### src/rtl/sram_arbiter_if.sv
// Display/draw requester ports plus the async SRAM pin bundle for sram_arbiter.
// The arbiter connects via the slave modport; requesters and the SRAM device use master.
interface sram_arbiter_if;
    logic        disp_req;
    logic [19:0] disp_addr;
    logic        disp_ack;
    logic [15:0] disp_rdata;
    logic        disp_rvalid;

    logic        draw_req;
    logic        draw_we;
    logic [19:0] draw_addr;
    logic [15:0] draw_wdata;
    logic [1:0]  draw_be;
    logic        draw_ack;
    logic [15:0] draw_rdata;
    logic        draw_rvalid;

    logic        CE;
    logic        UB;
    logic        LB;
    logic        OE;
    logic        WE;
    logic [19:0] ADDR;
    logic [15:0] sram_wdata;
    logic        sram_wdata_oe;
    logic [15:0] sram_rdata;

    logic        busy;

    modport slave (
        input  disp_req, disp_addr,
        output disp_ack, disp_rdata, disp_rvalid,
        input  draw_req, draw_we, draw_addr, draw_wdata, draw_be,
        output draw_ack, draw_rdata, draw_rvalid,
        output CE, UB, LB, OE, WE, ADDR, sram_wdata, sram_wdata_oe,
        input  sram_rdata,
        output busy
    );

    modport master (
        output disp_req, disp_addr,
        input  disp_ack, disp_rdata, disp_rvalid,
        output draw_req, draw_we, draw_addr, draw_wdata, draw_be,
        input  draw_ack, draw_rdata, draw_rvalid,
        input  CE, UB, LB, OE, WE, ADDR, sram_wdata, sram_wdata_oe,
        output sram_rdata,
        input  busy
    );
endinterface

### src/rtl/sram_arbiter.sv
// Display/draw arbiter onto one async SRAM, display has fixed priority; SRAM_ARB_STARVE_GUARD_EN forces a draw grant after STARVE_LIMIT display grants.
// Ack one cycle after grant, read data WAIT_CYCLES+2 cycles after grant; requesters hold req until ack.
module sram_arbiter #(
    parameter int WAIT_CYCLES  = 1,
    parameter int STARVE_LIMIT = 8
) (
    input  logic          Clk,
    input  logic          Reset,
    sram_arbiter_if.slave bus
);
    typedef enum logic [1:0] {IDLE, READ, WRITE, RECOVER} state_t;

    localparam logic [1:0] LAST_WAIT = 2'(WAIT_CYCLES);

    if (WAIT_CYCLES < 0 || WAIT_CYCLES > 3 || STARVE_LIMIT < 1) begin : g_param_check
        $error("sram_arbiter: parameter out of range");
    end

    state_t      state_q, state_d;
    logic [1:0]  wait_q, wait_d;
    logic        owner_q, owner_d;
    logic [19:0] addr_q, addr_d;
    logic [15:0] wdata_q, wdata_d;
    logic [1:0]  be_q, be_d;
    logic        disp_ack_q, disp_ack_d, draw_ack_q, draw_ack_d;
    logic        disp_rvalid_q, disp_rvalid_d, draw_rvalid_q, draw_rvalid_d;
    logic [15:0] disp_rdata_q, disp_rdata_d, draw_rdata_q, draw_rdata_d;
    logic        grant_disp, grant_draw;

`ifdef SRAM_ARB_STARVE_GUARD_EN
    localparam int CW = $clog2(STARVE_LIMIT + 2);
    logic [CW-1:0] starve_q, starve_d;
    logic          starve_hit;

    assign starve_hit = (starve_q == CW'(STARVE_LIMIT));

    // Only display grants that actually made draw wait are counted.
    always_comb begin
        starve_d = starve_q;
        if (grant_draw) begin
            starve_d = '0;
        end else if (grant_disp && bus.draw_req) begin
            starve_d = starve_q + CW'(1);
        end
    end

    always_ff @(posedge Clk or negedge Reset) begin
        if (!Reset) begin
            starve_q <= '0;
        end else begin
            starve_q <= starve_d;
        end
    end
`endif

    always_comb begin
        grant_disp = 1'b0;
        grant_draw = 1'b0;
        if (state_q == IDLE) begin
`ifdef SRAM_ARB_STARVE_GUARD_EN
            if (bus.draw_req && (starve_hit || !bus.disp_req)) begin
                grant_draw = 1'b1;
            end else begin
                grant_disp = bus.disp_req;
            end
`else
            if (bus.disp_req) begin
                grant_disp = 1'b1;
            end else begin
                grant_draw = bus.draw_req;
            end
`endif
        end
    end

    always_comb begin
        state_d           = state_q;
        wait_d            = wait_q;
        owner_d           = owner_q;
        addr_d            = addr_q;
        wdata_d           = wdata_q;
        be_d              = be_q;
        disp_ack_d        = 1'b0;
        draw_ack_d        = 1'b0;
        disp_rvalid_d     = 1'b0;
        draw_rvalid_d     = 1'b0;
        disp_rdata_d      = disp_rdata_q;
        draw_rdata_d      = draw_rdata_q;
        bus.CE            = 1'b1;
        bus.OE            = 1'b1;
        bus.WE            = 1'b1;
        bus.UB            = 1'b1;
        bus.LB            = 1'b1;
        bus.ADDR          = '0;
        bus.sram_wdata    = '0;
        bus.sram_wdata_oe = 1'b0;

        case (state_q)
            IDLE: begin
                wait_d = '0;
                if (grant_disp) begin
                    owner_d    = 1'b0;
                    addr_d     = bus.disp_addr;
                    wdata_d    = '0;
                    be_d       = 2'b11;
                    disp_ack_d = 1'b1;
                    state_d    = READ;
                end else if (grant_draw) begin
                    owner_d    = 1'b1;
                    addr_d     = bus.draw_addr;
                    wdata_d    = bus.draw_wdata;
                    be_d       = bus.draw_be;
                    draw_ack_d = 1'b1;
                    state_d    = bus.draw_we ? WRITE : READ;
                end
            end
            READ: begin
                bus.CE   = 1'b0;
                bus.OE   = 1'b0;
                bus.UB   = 1'b0;
                bus.LB   = 1'b0;
                bus.ADDR = addr_q;
                if (wait_q == LAST_WAIT) begin
                    state_d = IDLE;
                    if (owner_q) begin
                        draw_rdata_d  = bus.sram_rdata;
                        draw_rvalid_d = 1'b1;
                    end else begin
                        disp_rdata_d  = bus.sram_rdata;
                        disp_rvalid_d = 1'b1;
                    end
                end else begin
                    wait_d = wait_q + 2'd1;
                end
            end
            WRITE: begin
                bus.CE            = 1'b0;
                bus.WE            = 1'b0;
                bus.UB            = ~be_q[1];
                bus.LB            = ~be_q[0];
                bus.ADDR          = addr_q;
                bus.sram_wdata    = wdata_q;
                bus.sram_wdata_oe = 1'b1;
                if (wait_q == LAST_WAIT) begin
                    state_d = RECOVER;
                end else begin
                    wait_d = wait_q + 2'd1;
                end
            end
            RECOVER: begin
                // WE has risen; keep address and data driven for hold time.
                bus.CE            = 1'b0;
                bus.ADDR          = addr_q;
                bus.sram_wdata    = wdata_q;
                bus.sram_wdata_oe = 1'b1;
                state_d           = IDLE;
            end
            default: state_d = IDLE;
        endcase
    end

    always_ff @(posedge Clk or negedge Reset) begin
        if (!Reset) begin
            state_q       <= IDLE;
            wait_q        <= '0;
            owner_q       <= 1'b0;
            addr_q        <= '0;
            wdata_q       <= '0;
            be_q          <= '0;
            disp_ack_q    <= 1'b0;
            draw_ack_q    <= 1'b0;
            disp_rvalid_q <= 1'b0;
            draw_rvalid_q <= 1'b0;
            disp_rdata_q  <= '0;
            draw_rdata_q  <= '0;
        end else begin
            state_q       <= state_d;
            wait_q        <= wait_d;
            owner_q       <= owner_d;
            addr_q        <= addr_d;
            wdata_q       <= wdata_d;
            be_q          <= be_d;
            disp_ack_q    <= disp_ack_d;
            draw_ack_q    <= draw_ack_d;
            disp_rvalid_q <= disp_rvalid_d;
            draw_rvalid_q <= draw_rvalid_d;
            disp_rdata_q  <= disp_rdata_d;
            draw_rdata_q  <= draw_rdata_d;
        end
    end

    assign bus.disp_ack    = disp_ack_q;
    assign bus.draw_ack    = draw_ack_q;
    assign bus.disp_rvalid = disp_rvalid_q;
    assign bus.draw_rvalid = draw_rvalid_q;
    assign bus.disp_rdata  = disp_rdata_q;
    assign bus.draw_rdata  = draw_rdata_q;
    assign bus.busy        = (state_q != IDLE);
endmodule

### src/flat_wrapper.sv
// flat-port wrapper written by rule: the top's interface ports become plain ports
module sram_arbiter_flat 
#(
    parameter int WAIT_CYCLES  = 1,
    parameter int STARVE_LIMIT = 8
)
  (Clk, Reset, bus_disp_req, bus_disp_addr, bus_disp_ack, bus_disp_rdata, bus_disp_rvalid, bus_draw_req, bus_draw_we, bus_draw_addr, bus_draw_wdata, bus_draw_be, bus_draw_ack, bus_draw_rdata, bus_draw_rvalid, bus_CE, bus_UB, bus_LB, bus_OE, bus_WE, bus_ADDR, bus_sram_wdata, bus_sram_wdata_oe, bus_sram_rdata, bus_busy);
  sram_arbiter_if bus_i ();
  input  logic Clk;
  input  logic Reset;
  input wire logic [$bits(bus_i.disp_req)-1:0] bus_disp_req;
  input wire logic [$bits(bus_i.disp_addr)-1:0] bus_disp_addr;
  output wire logic [$bits(bus_i.disp_ack)-1:0] bus_disp_ack;
  output wire logic [$bits(bus_i.disp_rdata)-1:0] bus_disp_rdata;
  output wire logic [$bits(bus_i.disp_rvalid)-1:0] bus_disp_rvalid;
  input wire logic [$bits(bus_i.draw_req)-1:0] bus_draw_req;
  input wire logic [$bits(bus_i.draw_we)-1:0] bus_draw_we;
  input wire logic [$bits(bus_i.draw_addr)-1:0] bus_draw_addr;
  input wire logic [$bits(bus_i.draw_wdata)-1:0] bus_draw_wdata;
  input wire logic [$bits(bus_i.draw_be)-1:0] bus_draw_be;
  output wire logic [$bits(bus_i.draw_ack)-1:0] bus_draw_ack;
  output wire logic [$bits(bus_i.draw_rdata)-1:0] bus_draw_rdata;
  output wire logic [$bits(bus_i.draw_rvalid)-1:0] bus_draw_rvalid;
  output wire logic [$bits(bus_i.CE)-1:0] bus_CE;
  output wire logic [$bits(bus_i.UB)-1:0] bus_UB;
  output wire logic [$bits(bus_i.LB)-1:0] bus_LB;
  output wire logic [$bits(bus_i.OE)-1:0] bus_OE;
  output wire logic [$bits(bus_i.WE)-1:0] bus_WE;
  output wire logic [$bits(bus_i.ADDR)-1:0] bus_ADDR;
  output wire logic [$bits(bus_i.sram_wdata)-1:0] bus_sram_wdata;
  output wire logic [$bits(bus_i.sram_wdata_oe)-1:0] bus_sram_wdata_oe;
  input wire logic [$bits(bus_i.sram_rdata)-1:0] bus_sram_rdata;
  output wire logic [$bits(bus_i.busy)-1:0] bus_busy;
  assign bus_i.disp_req = bus_disp_req;
  assign bus_i.disp_addr = bus_disp_addr;
  assign bus_disp_ack = bus_i.disp_ack;
  assign bus_disp_rdata = bus_i.disp_rdata;
  assign bus_disp_rvalid = bus_i.disp_rvalid;
  assign bus_i.draw_req = bus_draw_req;
  assign bus_i.draw_we = bus_draw_we;
  assign bus_i.draw_addr = bus_draw_addr;
  assign bus_i.draw_wdata = bus_draw_wdata;
  assign bus_i.draw_be = bus_draw_be;
  assign bus_draw_ack = bus_i.draw_ack;
  assign bus_draw_rdata = bus_i.draw_rdata;
  assign bus_draw_rvalid = bus_i.draw_rvalid;
  assign bus_CE = bus_i.CE;
  assign bus_UB = bus_i.UB;
  assign bus_LB = bus_i.LB;
  assign bus_OE = bus_i.OE;
  assign bus_WE = bus_i.WE;
  assign bus_ADDR = bus_i.ADDR;
  assign bus_sram_wdata = bus_i.sram_wdata;
  assign bus_sram_wdata_oe = bus_i.sram_wdata_oe;
  assign bus_i.sram_rdata = bus_sram_rdata;
  assign bus_busy = bus_i.busy;
  sram_arbiter #(.WAIT_CYCLES(WAIT_CYCLES), .STARVE_LIMIT(STARVE_LIMIT)) u_core (.Clk(Clk), .Reset(Reset), .bus(bus_i));
endmodule
### config.mk
export PLATFORM = sky130hd
export DESIGN_NAME = sram_arbiter_flat
export DESIGN_NICKNAME = d
export VERILOG_FILES = /design/src/rtl/sram_arbiter_if.sv /design/src/rtl/sram_arbiter.sv /design/src/flat_wrapper.sv
export SDC_FILE = /design/constraint.sdc
export NUM_CORES = 1
export LEC_CHECK = 0
export CORE_ASPECT_RATIO = 2
export CORE_MARGIN = 4
export CORE_UTILIZATION = 42
export DETAILED_ROUTE_END_ITERATION = 6
export GPL_TIMING_DRIVEN = 0
export PLACE_DENSITY_LB_ADDON = 0.2
export REMOVE_ABC_BUFFERS = 1
export SYNTH_ARGS = -nofsm -noshare
export SYNTH_HDL_FRONTEND = slang
export SYNTH_SLANG_ARGS = --single-unit
### constraint.sdc
create_clock -name Clk -period 2.2 [get_ports Clk]
set_clock_uncertainty 0.15 [all_clocks]
set_input_delay 0.33 -clock Clk [delete_from_list [all_inputs] [get_ports Clk]]
set_output_delay 0.33 -clock Clk [all_outputs]
set_load 0.01 [all_outputs]
==> results of run 1 <==
layout make-up:
class                   instances  area (sq um)  area share, %
clock buffers                   9           225           4.05
clock inverters                 7          57.6           1.03
flip-flops and latches         79          1980           35.6
well taps                      98           123           2.20
inverters                      12          50.0          0.899
multi-input cells             179          1490           26.7
repair buffers                164          1640           29.5
cells by family after synthesis:
group	count (synthesis)
compound gates	47
xor+xnor	1
fa+ha+maj	6
buf+inv	29
flops	79
mux	54
simple gates	71
cell usage after synthesis, drive strengths merged, types with 2 or more instances:
master	count	area share, %
a21oi	2	0.28
a22o	16	3.9
a22oi	2	0.42
and2	17	3.0
buf	11	2.2
clkbuf	6	0.63
dfrtp	79	56
ha	6	2.1
inv	12	1.3
mux2	33	11
mux2i	21	5.9
nand2	24	2.5
nand2b	3	0.53
nand3	2	0.63
nor2	2	0.21
nor2b	20	3.5
o21ai	21	3.0
o22ai	2	0.35
through the flow:
| step | std cells | setup WS (ns) |
|---|---|---|
| 2_1_floorplan | 270 | -0.530 |
| 3_3_place_gp | 525 | -2.14 |
| 3_5_place_dp | 527 | -1.41 |
| 4_1_cts | 548 | 0.00586 |
| 5_1_grt | 548 | 0.00692 |
| 6_report | 548 | 0.0644 |
what timing repair did:
action,4_1_cts,5_1_grt
buffers inserted,4,0
gates resized for setup,56,4
endpoints found under the setup margin,87,6
pin swaps,1,0
hold buffers,1,0
endpoints found under the hold margin,33,0
sequential cells by signal, summed over array words and instances (netlist names), 2 cells and up:
signal,count
u_core.wdata_q,16
u_core.wait_q,2
u_core.be_q,2
u_core.bus.disp_rdata,16
u_core.bus.draw_rdata,16
u_core.state_q,2
u_core.addr_q,20
worst paths after layout:
kind	startpoint	endpoint	slack (ns)	cells past startpoint
setup / recovery	u_core.state_q[1]	bus_busy	0.06	4
max in group asynchronous	Reset	u_core.state_q[1]	0.95	3
hold / removal	u_core.addr_q[16]	u_core.addr_q[16]	0.32	2
hold reg to reg	u_core.addr_q[16]	u_core.addr_q[16]	0.32	2
setup reg to reg	u_core.state_q[1]	u_core.addr_q[13]	0.22	6
min in group asynchronous	Reset	u_core.bus.disp_rdata[12]	0.34	2
critical path: stages, from the launching register on:
cell and delay (ns):
dfrtp_2 0.46, inv_4 0.11, ha_2 0.23, inv_2 0.05
clkdlybuf4s50_1 0.47
where the power goes:
part           switching [mW]  internal, mW
clock                   0.612         0.777
sequential              0.352          2.14
combinational            1.53          2.01
per-layer routing:
metal  track usage (%)  part of all wire, %  wire (microns)  up-vias
li1                  -                    -               -     1295
met1              19.6                   37            3240     1294
met2              31.4                   54            4710      110
met3              5.38                  8.5             745        6
met4              5.54                  1.0              89        0
met5                 0                    0               0        -
==> results.tsv, run 1 <==
stage	metric	value	unit
synthesis	ys_warn_count	0	
setup_path	end_kind	primary output	
global_route	grt_pass1_wl	14100	microns
synthesis	yosys.area_share.adder	2.11	%
clocking	root_buffer	clkbuf_16	
die	start_util	42.9	%
placed_design	hpwl	6470	microns
synthesis	muxShareOfSynthArea	17.3	%
setup_path	worstPathArrival	1.66	ns
die	die_w	73.1	microns
pwr	leakage	2.74	nW
synthesis	synth_area	3550	sq um
synthesis	async_flop_share	100	%
timing	hold_viol	0	
min_path	holdCritPathClass	flop to flop	
outcome	outcome	complete, no violations	
timing	min_period	2.14	ns
synthesis	synth_cells	287	
synthesis	ys_seq_area_share	55.6	%
timing	max_clock_freq	0.468	GHz
layout	syn2layout_area_growth	56.5	%
synthesis	ys_types	32	
run	cap_viol_max_count	0	
route	wl_per_cell	16.0	microns
synthesis	syn_avg_cell_area	12.4	sq um
timing	setup_tns	0	ns
die	ios	158	
setup_path	crit_required	1.72	ns
placed_design	dpl_cell_area	5210	sq um
layout	final_util	67.1	%
global_route	grt_max_degree	47	
global_route	grt_use_total	17.7	%
synthesis	yosys.area_share.simple	11.4	%
layout	final_common_cell	clkdlybuf4s50_1	
global_route	grt_pass1_vias	2853	
route	finalWirelength	8780	microns
timing	slew_viol_final	0	
timing	hold_ws	0.320	ns
synthesis	synth_top_family_by_area	multiplexers	
placed_design	place.gp.congestion	0.720	
pwr	peakVddDrop	650	uV
route	route.detailed.drc	0	
die	die_height	138	microns
clocking	cts_num_sinks	79	
pwr	power_density	1330	nW/um^2
placed_design	io_buffers	157	
route	first_pass_iters	4	
die	rows	47	
pwr	p_total	7.42	mW
synthesis	synthFlopType	dfrtp_1	
setup_path	crit_type	flop to primary output	
timing	fin_crit_sh	97.1	%
clocking	clk_latency	0.33	ns
timing	slew_headroom	53.5	%
global_route	gr-total-overflow	0	
layout	fillerInstances	664	
setup_path	start_kind	flop	
die	die_area	10100	sq um
clocking	tritoncts	built	
synthesis	synth-compound-area-share	9.19	%
die	coreArea	8290	sq um
timing	setup_viol	0	
route	ant_nets	0	
timing	worst_pin_slew	0.694	ns
clocking	cts_inserted_buffers	9	
route	viasPerCell	4.94	
clocking	clk_path_buf_depth	2	
clocking	clk_pin_slew	0.06	ns
route	drt_iter0_markers	47	
global_route	antenna_found_initial	0	
synthesis	synth_edf_count	0	
timing	rsz0062_at_grt	no	
layout	final_cell_mix	116 x clkdlybuf4s50_1, 77 x dfrtp_1, 36 x dlygate4sd2_1	
layout	drive_gt1_share	16.2	%
layout	n_antenna_cell	0	
clocking	h-tree-depth	3	
route	vias	2705	
layout	num-nets-final	530	
setup_path	crit_fanout	4	
layout	final_area	5560	sq um
synthesis	ys_ff_latch	79	
synthesis	synth_xor_area_share	0.246	%
Power figures use the tool's default switching activity.
==> run 2: changes to the inputs <==
Settings changed: SLEW_MARGIN from default to 5.
==> results of run 2 <==
Final layout, timing and power as in run 1 (identical DEF).
